`config.mk`:
```
export PLATFORM = sky130hd
export DESIGN_NAME = instruction_fetch_unit_flat
export DESIGN_NICKNAME = d
export VERILOG_FILES = /design/src/rtl/fetch_pkg.sv /design/src/rtl/instruction_fetch_unit_if.sv /design/src/rtl/fetch_skid_fifo.sv /design/src/rtl/instruction_fetch_unit.sv /design/src/flat_wrapper.sv
export SDC_FILE = /design/constraint.sdc
export NUM_CORES = 1
export LEC_CHECK = 0
export BUFFER_PORTS_ARGS = -buffer_cell sky130_fd_sc_hd__buf_2
export CAP_MARGIN = 0
export CORE_MARGIN = 5
export CORE_UTILIZATION = 51
export DETAILED_ROUTE_END_ITERATION = 12
export GPL_TIMING_DRIVEN = 0
export PLACE_DENSITY_LB_ADDON = 0.1
export REMOVE_ABC_BUFFERS = 1
export SKIP_CTS_REPAIR_TIMING = 1
export SLEW_MARGIN = 20
export SYNTH_ARGS = -nofsm -noshare
export SYNTH_HDL_FRONTEND = slang
export SYNTH_SLANG_ARGS = --single-unit
```
`constraint.sdc`:
```
create_clock -name clk -period 4.1 [get_ports clk]
set_input_delay 0.41 -clock clk [delete_from_list [all_inputs] [get_ports clk]]
set_output_delay 0.41 -clock clk [all_outputs]
set_load 0.005 [all_outputs]
```
`src/rtl/fetch_pkg.sv`:
```
// Shared types and constants for the instruction fetch unit: buffer geometry,
// the {pc, instr} entry carried to decode, and the fetch control states.
package fetch_pkg;
  localparam int FETCH_BUF_DEPTH = 2;
  localparam int INSTR_W         = 32;

  typedef struct packed {
    logic [31:0]        pc;
    logic [INSTR_W-1:0] instr;
  } fetch_entry_t;

  typedef enum logic {
    FETCH = 1'b0,
    FAULT = 1'b1
  } fetch_state_t;
endpackage

```
`src/rtl/instruction_fetch_unit_if.sv`:
```
// Instruction-memory read port plus the valid/ready delivery port to decode.
// The master side is the fetch unit; the slave side is memory plus decode.
interface instruction_fetch_unit_if #(
  parameter int ADDR_W = 6
);
  import fetch_pkg::*;

  logic                 imem_req;
  logic [ADDR_W-1:0]    imem_addr;
  logic [INSTR_W-1:0]   imem_rdata;
  logic                 out_valid;
  logic                 out_ready;
  logic [INSTR_W-1:0]   out_instr;
  logic [31:0]          out_pc;

  modport master (
    output imem_req, imem_addr, out_valid, out_instr, out_pc,
    input  imem_rdata, out_ready
  );

  modport slave (
    input  imem_req, imem_addr, out_valid, out_instr, out_pc,
    output imem_rdata, out_ready
  );
endinterface

```
`src/rtl/fetch_skid_fifo.sv`:
```
// Two-entry FIFO of tagged fetch entries. Flush empties it in one cycle;
// head shows the oldest entry and is meaningful only while count is non-zero.
module fetch_skid_fifo
  import fetch_pkg::*;
(
  input  logic                                   clk,
  input  logic                                   reset_n,
  input  logic                                   push,
  input  fetch_entry_t                           push_entry,
  input  logic                                   pop,
  input  logic                                   flush,
  output logic [$clog2(FETCH_BUF_DEPTH+1)-1:0]   count,
  output fetch_entry_t                           head
);
  localparam int PTR_W = $clog2(FETCH_BUF_DEPTH);
  localparam int CNT_W = $clog2(FETCH_BUF_DEPTH+1);

  fetch_entry_t     entries [FETCH_BUF_DEPTH];
  logic [PTR_W-1:0] wr_ptr;
  logic [PTR_W-1:0] rd_ptr;
  logic [CNT_W-1:0] count_q;

  always_ff @(posedge clk) begin
    if (!reset_n || flush) begin
      wr_ptr  <= '0;
      rd_ptr  <= '0;
      count_q <= '0;
    end else begin
      if (push) wr_ptr <= wr_ptr + 1'b1;
      if (pop)  rd_ptr <= rd_ptr + 1'b1;
      case ({push, pop})
        2'b10:   count_q <= count_q + 1'b1;
        2'b01:   count_q <= count_q - 1'b1;
        default: count_q <= count_q;
      endcase
    end
  end

  always_ff @(posedge clk) begin
    if (push) entries[wr_ptr] <= push_entry;
  end

  assign count = count_q;
  assign head  = entries[rd_ptr];

  // The issue credit keeps pushes away from a full buffer and pops away from an empty one.
  assert property (@(posedge clk) disable iff (!reset_n)
    push |-> (count_q != CNT_W'(FETCH_BUF_DEPTH)));
  assert property (@(posedge clk) disable iff (!reset_n)
    pop |-> (count_q != '0));
endmodule

```
`src/rtl/instruction_fetch_unit.sv`:
```
// Instruction fetch: owns the PC, issues one word read per cycle, tags returned
// words with their PC and hands them to decode through a 2-entry buffer.
module instruction_fetch_unit
  import fetch_pkg::*;
#(
  parameter logic [31:0] RESET_PC = 32'h0000_0000,
  parameter int          WORDS    = 64
) (
  input  logic                       clk,
  input  logic                       reset_n,
  instruction_fetch_unit_if.master   bus,
  input  logic                       redirect_valid,
  input  logic [31:0]                redirect_pc,
  output logic                       fault
);
  localparam int ADDR_W = $clog2(WORDS);
  localparam int CNT_W  = $clog2(FETCH_BUF_DEPTH+1);

  fetch_state_t     state_q, state_d;
  logic [31:0]      pc_q, pc_d;
  logic             req_vld_p1;
  logic [31:0]      req_pc_p1;
  fetch_entry_t     head;
  fetch_entry_t     last_out_q;
  fetch_entry_t     push_entry;
  logic [CNT_W-1:0] count;
  logic [CNT_W:0]   credit_used;
  logic             in_fetch;
  logic             redirect_take;
  logic             issue;
  logic             push;
  logic             pop;

  assign in_fetch      = reset_n && (state_q == FETCH);
  assign redirect_take = in_fetch && redirect_valid;

  // Occupancy the buffer could reach once every outstanding read has landed.
  assign credit_used = (CNT_W+1)'(req_vld_p1) + (CNT_W+1)'(count) - (CNT_W+1)'(pop);
  assign issue       = in_fetch && !redirect_valid &&
                       (credit_used < (CNT_W+1)'(FETCH_BUF_DEPTH));

  assign bus.out_valid = in_fetch && !redirect_valid && (count != '0);
  assign pop           = bus.out_valid && bus.out_ready;
  // A response landing in a redirect cycle belongs to the wrong path.
  assign push          = req_vld_p1 && !redirect_take;
  assign push_entry    = '{pc: req_pc_p1, instr: bus.imem_rdata};

  assign bus.imem_req  = issue;
  assign bus.imem_addr = pc_q[ADDR_W+1:2];

  always_comb begin
    state_d = state_q;
    pc_d    = pc_q;
    case (state_q)
      FETCH: begin
        if (redirect_valid) begin
          if (redirect_pc[1:0] == 2'b00) pc_d = redirect_pc;
          else                           state_d = FAULT;
        end else if (issue) begin
          pc_d = pc_q + 32'd4;
        end
      end
      FAULT: state_d = FAULT;
    endcase
  end

  always_ff @(posedge clk) begin
    if (!reset_n) begin
      state_q <= FETCH;
      pc_q    <= RESET_PC;
    end else begin
      state_q <= state_d;
      pc_q    <= pc_d;
    end
  end

  // p0 -> p1: request issued, response returns next cycle
  always_ff @(posedge clk) begin
    if (!reset_n) req_vld_p1 <= 1'b0;
    else          req_vld_p1 <= issue;
  end

  always_ff @(posedge clk) begin
    if (issue) req_pc_p1 <= pc_q;
  end

  // p1 -> buffer: tagged response enters the FIFO, head drives decode
  fetch_skid_fifo u_buf (
    .clk        (clk),
    .reset_n    (reset_n),
    .push       (push),
    .push_entry (push_entry),
    .pop        (pop),
    .flush      (redirect_take),
    .count      (count),
    .head       (head)
  );

  // Remembers what decode last saw so the outputs stay put once the buffer drains.
  always_ff @(posedge clk) begin
    if (!reset_n)          last_out_q <= '0;
    else if (count != '0)  last_out_q <= head;
  end

  assign bus.out_pc    = (count != '0) ? head.pc    : last_out_q.pc;
  assign bus.out_instr = (count != '0) ? head.instr : last_out_q.instr;
  assign fault         = (state_q == FAULT);
endmodule

```
`src/flat_wrapper.sv`:
```
// flat-port wrapper written by rule: the top's interface ports become plain ports
module instruction_fetch_unit_flat import fetch_pkg::*;
#(
  parameter logic [31:0] RESET_PC = 32'h0000_0000,
  parameter int          WORDS    = 64
)
  (clk, reset_n, redirect_valid, redirect_pc, fault, bus_imem_req, bus_imem_addr, bus_out_valid, bus_out_instr, bus_out_pc, bus_imem_rdata, bus_out_ready);
  instruction_fetch_unit_if #(.ADDR_W(($clog2(WORDS)))) bus_i ();
  input  logic clk;
  input  logic reset_n;
  input  logic redirect_valid;
  input  logic [31:0] redirect_pc;
  output logic fault;
  output wire logic [$bits(bus_i.imem_req)-1:0] bus_imem_req;
  output wire logic [$bits(bus_i.imem_addr)-1:0] bus_imem_addr;
  output wire logic [$bits(bus_i.out_valid)-1:0] bus_out_valid;
  output wire logic [$bits(bus_i.out_instr)-1:0] bus_out_instr;
  output wire logic [$bits(bus_i.out_pc)-1:0] bus_out_pc;
  input wire logic [$bits(bus_i.imem_rdata)-1:0] bus_imem_rdata;
  input wire logic [$bits(bus_i.out_ready)-1:0] bus_out_ready;
  assign bus_imem_req = bus_i.imem_req;
  assign bus_imem_addr = bus_i.imem_addr;
  assign bus_out_valid = bus_i.out_valid;
  assign bus_out_instr = bus_i.out_instr;
  assign bus_out_pc = bus_i.out_pc;
  assign bus_i.imem_rdata = bus_imem_rdata;
  assign bus_i.out_ready = bus_out_ready;
  instruction_fetch_unit #(.RESET_PC(RESET_PC), .WORDS(WORDS)) u_core (.clk(clk), .reset_n(reset_n), .bus(bus_i), .redirect_valid(redirect_valid), .redirect_pc(redirect_pc), .fault(fault));
endmodule
```
### Yosys cells after proc, flatten, opt, wreduce, memory -nomap -nowiden

Memory sizes are Yosys's and may differ from the RTL's. A register that Yosys moved wholly into a read port is not among the register bits.
Index checks and enable logic that the tools add are counted.
Widths: inputs -> output; s select.

| word-level totals | value |
|---|---|
| register bits after elaboration | 134 |
| RAM bits | 128 |
| output and inout port bits | 73 |
| word-level logic and storage cells | 51 |
| memories | 1 |

Memory list:

| name | words | width | rd ports | clocked after memory_dff | write ports | line | text |
|---|---|---|---|---|---|---|---|
| u_core.u_buf.entries | 2 | 64 | 1 | 1 | 1 | fetch_skid_fifo.sv:18 | `fetch_entry_t entries [FETCH_BUF_DEPTH];` |

| cells by class | value |
|---|---|
| add/sub/neg operators | 7 |
| magnitude comparators | 1 |
| equal/unequal tests | 3 |
| multiplexer cells | 13 |
| bitwise logic cells | 1 |
| reduce and logical (&&, ||, !) cells | 16 |

Operators by type and width:

| kind | count |
|---|---|
| $mux 32 | 5 |
| $add 32x3->32 const B | 1 |
| $logic_and 1x1->1 | 7 |
| $mux 1 | 6 |
| $reduce_bool 2->1 | 3 |
| $pmux 2 s2 | 1 |
| $add 1x2->3 | 1 |
| $logic_not 1->1 | 3 |
| $lt 3x2->1 const B | 1 |
| $reduce_and 3->1 | 1 |
| $sub 3x1->3 | 1 |
| $add 1x1->1 const B | 2 |
| $add 2x1->2 const B | 1 |
| $eq 2x1->1 const B | 1 |
| $eq 2x2->1 const B | 1 |
| $logic_not 2->1 | 1 |
| $ne 2x1->1 const B | 1 |
| $pmux 1 s2 | 1 |
| $sub 2x1->2 const B | 1 |
| $logic_or 1x1->1 | 1 |
| $not 1->1 | 1 |

### Depth between registers and ports, before layout

| logic depth | value |
|---|---|
| depth after elaboration | 10 |
| gate-level depth with buffers | 14 |
| mapped depth without buffers | 12 |

### Cells and area by module

A second synthesis with hierarchy kept.

| second synthesis, totals | value |
|---|---|
| cells, all modules | 751 |
| area total of the unflattened synthesis | 10528.8 µm² |

Modules (own cells, without submodules):

| module | instances | cells each | area each (µm²) |
|---|---|---|---|
| instruction_fetch_unit | 1 | 531 | 5690.5 |
| fetch_skid_fifo | 1 | 220 | 4838.4 |

### Worst setup path after synthesis

No wires, ideal clock.

| path | value |
|---|---|
| kind | input port to flip-flop |
| start point | in redirect_valid |
| end point | mem u_core.u_buf.entries[0][0] (netlist bit) (enable) |
| setup time | 0.488 ns |
| data arrival time | 3.659 ns |
| required time | 3.612 ns |
| setup slack | -0.047 ns |
| stages | 5 |
| buffers on the path | 2 |
| path through | buf_2 -> clkbuf_1 -> nand3b_1 -> nand2_1 -> nor2_1 |

| between the ends | value |
|---|---|
| cells in the longest elaborated chain, start to end | 5 |

Ends and longest elaborated chain:

| item | line | text |
|---|---|---|
| from (decl) | flat_wrapper.sv:11 | `input logic redirect_valid;` |
| $logic_and 1x1->1 | instruction_fetch_unit.sv:35 | `assign redirect_take = in_fetch && redirect_valid;` |
| $logic_not 1->1 | instruction_fetch_unit.sv:45 | `assign push = req_vld_p1 && !redirect_take;` |
| $logic_and 1x1->1 | instruction_fetch_unit.sv:45 |  |
| $mux 1 | fetch_skid_fifo.sv:40 | `if (push) entries[wr_ptr] <= push_entry;` |
| $mux 1 (implied by the code) | fetch_skid_fifo.sv:40 |  |
| to (decl) | fetch_skid_fifo.sv:18 |  |

Every way passes these cells.

### Worst setup path in the final report

| path | value |
|---|---|
| start point | reg u_core.state_q, in the netlist u_core.fault |
| end point | out bus_imem_req |

| between the ends | value |
|---|---|
| cells in the longest elaborated chain, start to end | 8 |

Ends and longest elaborated chain:

| item | line | text |
|---|---|---|
| from (decl) | instruction_fetch_unit.sv:19 | `fetch_state_t state_q, state_d;` |
| from (signal assigned) | instruction_fetch_unit.sv:72 | `state_q <= state_d;` |
| $not 1->1 | instruction_fetch_unit.sv:34 | `assign in_fetch = reset_n && (state_q == FETCH);` |
| $logic_and 1x1->1 | instruction_fetch_unit.sv:34 |  |
| $logic_and 1x1->1 (2 in series) | instruction_fetch_unit.sv:42 | `assign bus.out_valid = in_fetch && !redirect_valid && (count != '0);` |
| $logic_and 1x1->1 | instruction_fetch_unit.sv:43 | `assign pop = bus.out_valid && bus.out_ready;` |
| net u_core.pop | instruction_fetch_unit.sv:32 | `logic pop;` |
| $sub 3x1->3 | instruction_fetch_unit.sv:38 | `assign credit_used = (CNT_W+1)'(req_vld_p1) + (CNT_W+1)'(count) - (CNT_W+1)'(pop);` |
| $lt 3x2->1 | instruction_fetch_unit.sv:40 | `(credit_used < (CNT_W+1)'(FETCH_BUF_DEPTH));` |
| $logic_and 1x1->1 | instruction_fetch_unit.sv:39 | `assign issue = in_fetch && !redirect_valid &&` |
| to (decl) | flat_wrapper.sv:14 | `output wire logic [$bits(bus_i.imem_req)-1:0] bus_imem_req;` |

The timed path passes the listed nets, and every way through them passes these cells.

==> results.py <==
metrics = {
    "power_and_ir_drop": {
        "seq_power_share_pct": 52.8,
        "clkPwrFrac_pct": 41.1,
        "peakVddDrop_v": 0.000306,
        "internal-power_mw": 4.36,
        "power.total_mw": 5.57,
        "p_leak_nw": 4.43,
        "p_sw_share_pct": 21.7,
        "p_per_area_nw_per_um2": 457,
        "switchingPower_mw": 1.21,
        "p_comb_share_pct": 6.0,
    },
    "hold_path": {
        "min_from": "bus_imem_rdata[11]",
        "hold_end": "u_core.u_buf.entries[1][11]",
        "hold_depth": 1,
        "min_path_type": "input port to flip-flop",
    },
    "cells_and_area": {
        "layout_common_cells": "edfxtp_1, buf_2, dfxtp_1",
        "syn_to_final_growth_pct": 19.1,
        "final.fill_count": 1553,
        "final_common_cell": "edfxtp_1",
        "multiInputGateArea_um2": 3110,
        "regArea_um2": 6870,
        "nNetsFinal": 1014,
        "final_layout_size_suffix_gt1_share_pct": 22.3,
        "num_antenna_cells": 0,
        "finalNonFillerCells": 1228,
    },
    "cts": {
        "cts.htree.levels": 1,
        "clkSlewWorstSetupHoldPaths_ps": 60,
        "cts_root_buffer": "clkbuf_16",
        "clock_latency_ps": 530,
        "cts_tree": "built",
        "clock-sinks": 263,
        "numCtsBuffers": 27,
        "cts_max_path_buffers": 3,
    },
    "drt": {
        "drt-total-wl_um": 22100,
        "ant_nets": 0,
        "avgRoutedWirePerCell_um": 18.0,
        "drt_iter0_markers": 414,
        "vias": 6790,
        "drc": 0,
        "first_pass_iters": 6,
        "avgViaCountPerCell": 5.53,
    },
    "die": {
        "die_area_um2": 23000,
        "io_pins": 141,
        "core_um2": 19600,
        "rows": 51,
        "start_util_pct": 52.2,
        "fp.dieW_um": 152,
        "die_h_um": 152,
    },
    "global_route": {
        "grt_busiest_layer": "met2",
        "grt-ovfl-total": 0,
        "use_met2_pct": 32.1,
        "grt_pass1_wl_um": 34200,
        "grt_max_degree": 53,
        "grt_use_total_pct": 18.7,
        "met1_usage_pct": 24.6,
        "grt_pass1_vias": 6705,
        "met3_usage_pct": 3.12,
        "antenna_found_initial": 0,
    },
    "sta": {
        "setup_viol": 0,
        "worstMarginPinSlew_ps": 983,
        "fin_crit_sh_pct": 94.8,
        "fin_crit_ps": 3890,
        "slew_headroom_pct": 34.2,
        "drv_slew": 0,
        "setup_tns_ps": 0,
        "rsz0062_at_grt": "no",
        "hold_viol": 0,
        "fin_skew_ps": 7.84,
        "max_freq_mhz": 257,
    },
    "synthesis": {
        "ys.flop_type": "edfxtp_1",
        "synthAdderAreaFrac_pct": 0.563,
        "synth-compound-area-share_pct": 8.83,
        "synthSimpleGateAreaFrac_pct": 13.8,
        "ys_types": 59,
        "netlist_area_um2": 10200,
        "synth_edf_count": 160,
        "ys_seq_elements": 263,
        "yosys_warnings": 0,
        "seq_area_frac_synth_pct": 67.1,
        "synthMuxAreaShare_pct": 6.56,
        "async_flop_share_pct": 0,
        "syn_inst": 814,
        "synth_top_family_by_area": "simple AND/OR/NAND/NOR gates",
        "synth-xor-area-share_pct": 0.343,
        "synth.avg_cell_area_um2": 12.6,
    },
    "critical_path": {
        "worst-r2r-setup-slack_ps": 610,
        "cp_data_required_time_ps": 3690,
        "cp_top_family": "simple AND/OR/NAND/NOR gates",
        "cp-end-kind": "output port",
        "worstPathCellList": "nor3b_4 > nor2b_1 > and2_1 > ha_1 > nand2b_1 > fa_1 > xnor2_1 > nand3_2 > clkinv_8 > buf_2",
        "critical_path_buf_inv_count": 2,
        "cpMaxStageDelayCell": "dfxtp_1",
        "rr_startpoint": "u_core.fault",
        "reg2reg_to": "u_core.pc_q[17]",
        "startpoint": "u_core.fault",
        "worstRegToRegCells": 12,
        "cpPeakStageDelay_ps": 410,
        "path_class": "flip-flop to output port",
        "start_kind": "flip-flop",
        "arrival_ps": 3480,
        "path_max_fanout": 40,
    },
    "placed_design": {
        "dp_hpwl_um": 14200,
        "placedCellCount": 1176,
        "place_congestion": 0.808,
        "io_buffers": 140,
    },
    "outcome": {
        "status": "finished clean",
    },
    "run": {
        "cap_violations": 0,
    },
}
==> worst max-delay path by stage <==
stage / endpoint / depth (start not counted)
6_report: bus_imem_req / 10
5_1_grt: bus_imem_req / 10
2_1_floorplan: u_core.pc_q[26] / 11
3_3_place_gp: u_core.pc_q[26] / 11
3_5_place_dp: u_core.pc_q[17] / 13
4_1_cts: bus_imem_req / 11
==> synth_stat cells, types with 10 or more instances <==
library cell | n | area share [%]
mux2i_1 | 67 | 6.6
and2_1 | 68 | 4.2
buf_2 | 16 | 0.78
nand3_1 | 16 | 0.78
dfxtp_1 | 103 | 20
nand2_1 | 95 | 3.5
clkbuf_1 | 30 | 1.1
o21ai_0 | 85 | 4.2
edfxtp_1 | 160 | 47
nor2_1 | 22 | 0.81
a21oi_1 | 18 | 0.88
nand4_1 | 10 | 0.61
==> per-stage QoR <==
step / cell area (um2) / setup WS [ps] / util, % / hold WS [ps]
after floorplan: 9970 / -2710 / - / 400
after global placement: 11000 / -5300 / 56.2 / 412
after detailed placement: 11300 / -416 / 57.7 / 418
after CTS: 12200 / -715 / 62.0 / 46.7
after global routing: 12200 / 32.5 / 62.2 / 47.3
final: 12200 / 212 / 62.2 / 70.7
==> final cells by class <==
cell class,instances,area share (%)
clock buffers,38,6.13
clock inverters,12,0.770
inverters,9,0.380
multi-input cells,488,25.5
flip-flops and latches,263,56.4
well taps,265,2.72
repair buffers,153,8.06
==> state kept, by name (all words and copies together), names as in the netlist, named ones only <==
signal	flops
u_core.last_out_q	64
u_core.u_buf.wr_ptr	1
u_core.fault	1
u_core.req_pc_p1	32
u_core.pc_q	32
u_core.u_buf.count	2
u_core.u_buf.entries	128
u_core.req_vld_p1	1
u_core.u_buf.rd_ptr	1
==> routing by layer <==
layer	up-vias	routed length, um
li1	3244	-
met1	3209	9250
met2	288	10600
met3	49	1720
met4	0	557
met5	-	0
==> cell families after synthesis <==
group | count (synthesis)
AND/OR/NAND/NOR | 260
XOR/XNOR | 4
multiplexers | 67
buffers and inverters | 64
flip-flops | 263
adder cells (fa/ha/maj) | 4
AO/OA/AOI/OAI | 152
==> power by group through the flow <==
stage | Combinational, mW | Clock (mW) | Sequential, mW
6_report | 0.336 | 2.29 | 2.94
5_1_grt | 0.375 | 2.46 | 2.95
4_1_cts | 0.339 | 2.35 | 2.94
3_5_place_dp | 0.337 | 0 | 3.00
3_3_place_gp | 0.298 | 0 | 3.00
2_1_floorplan | 0.153 | 0 | 2.99
No activity file was read; power rests on OpenSTA's default activity.
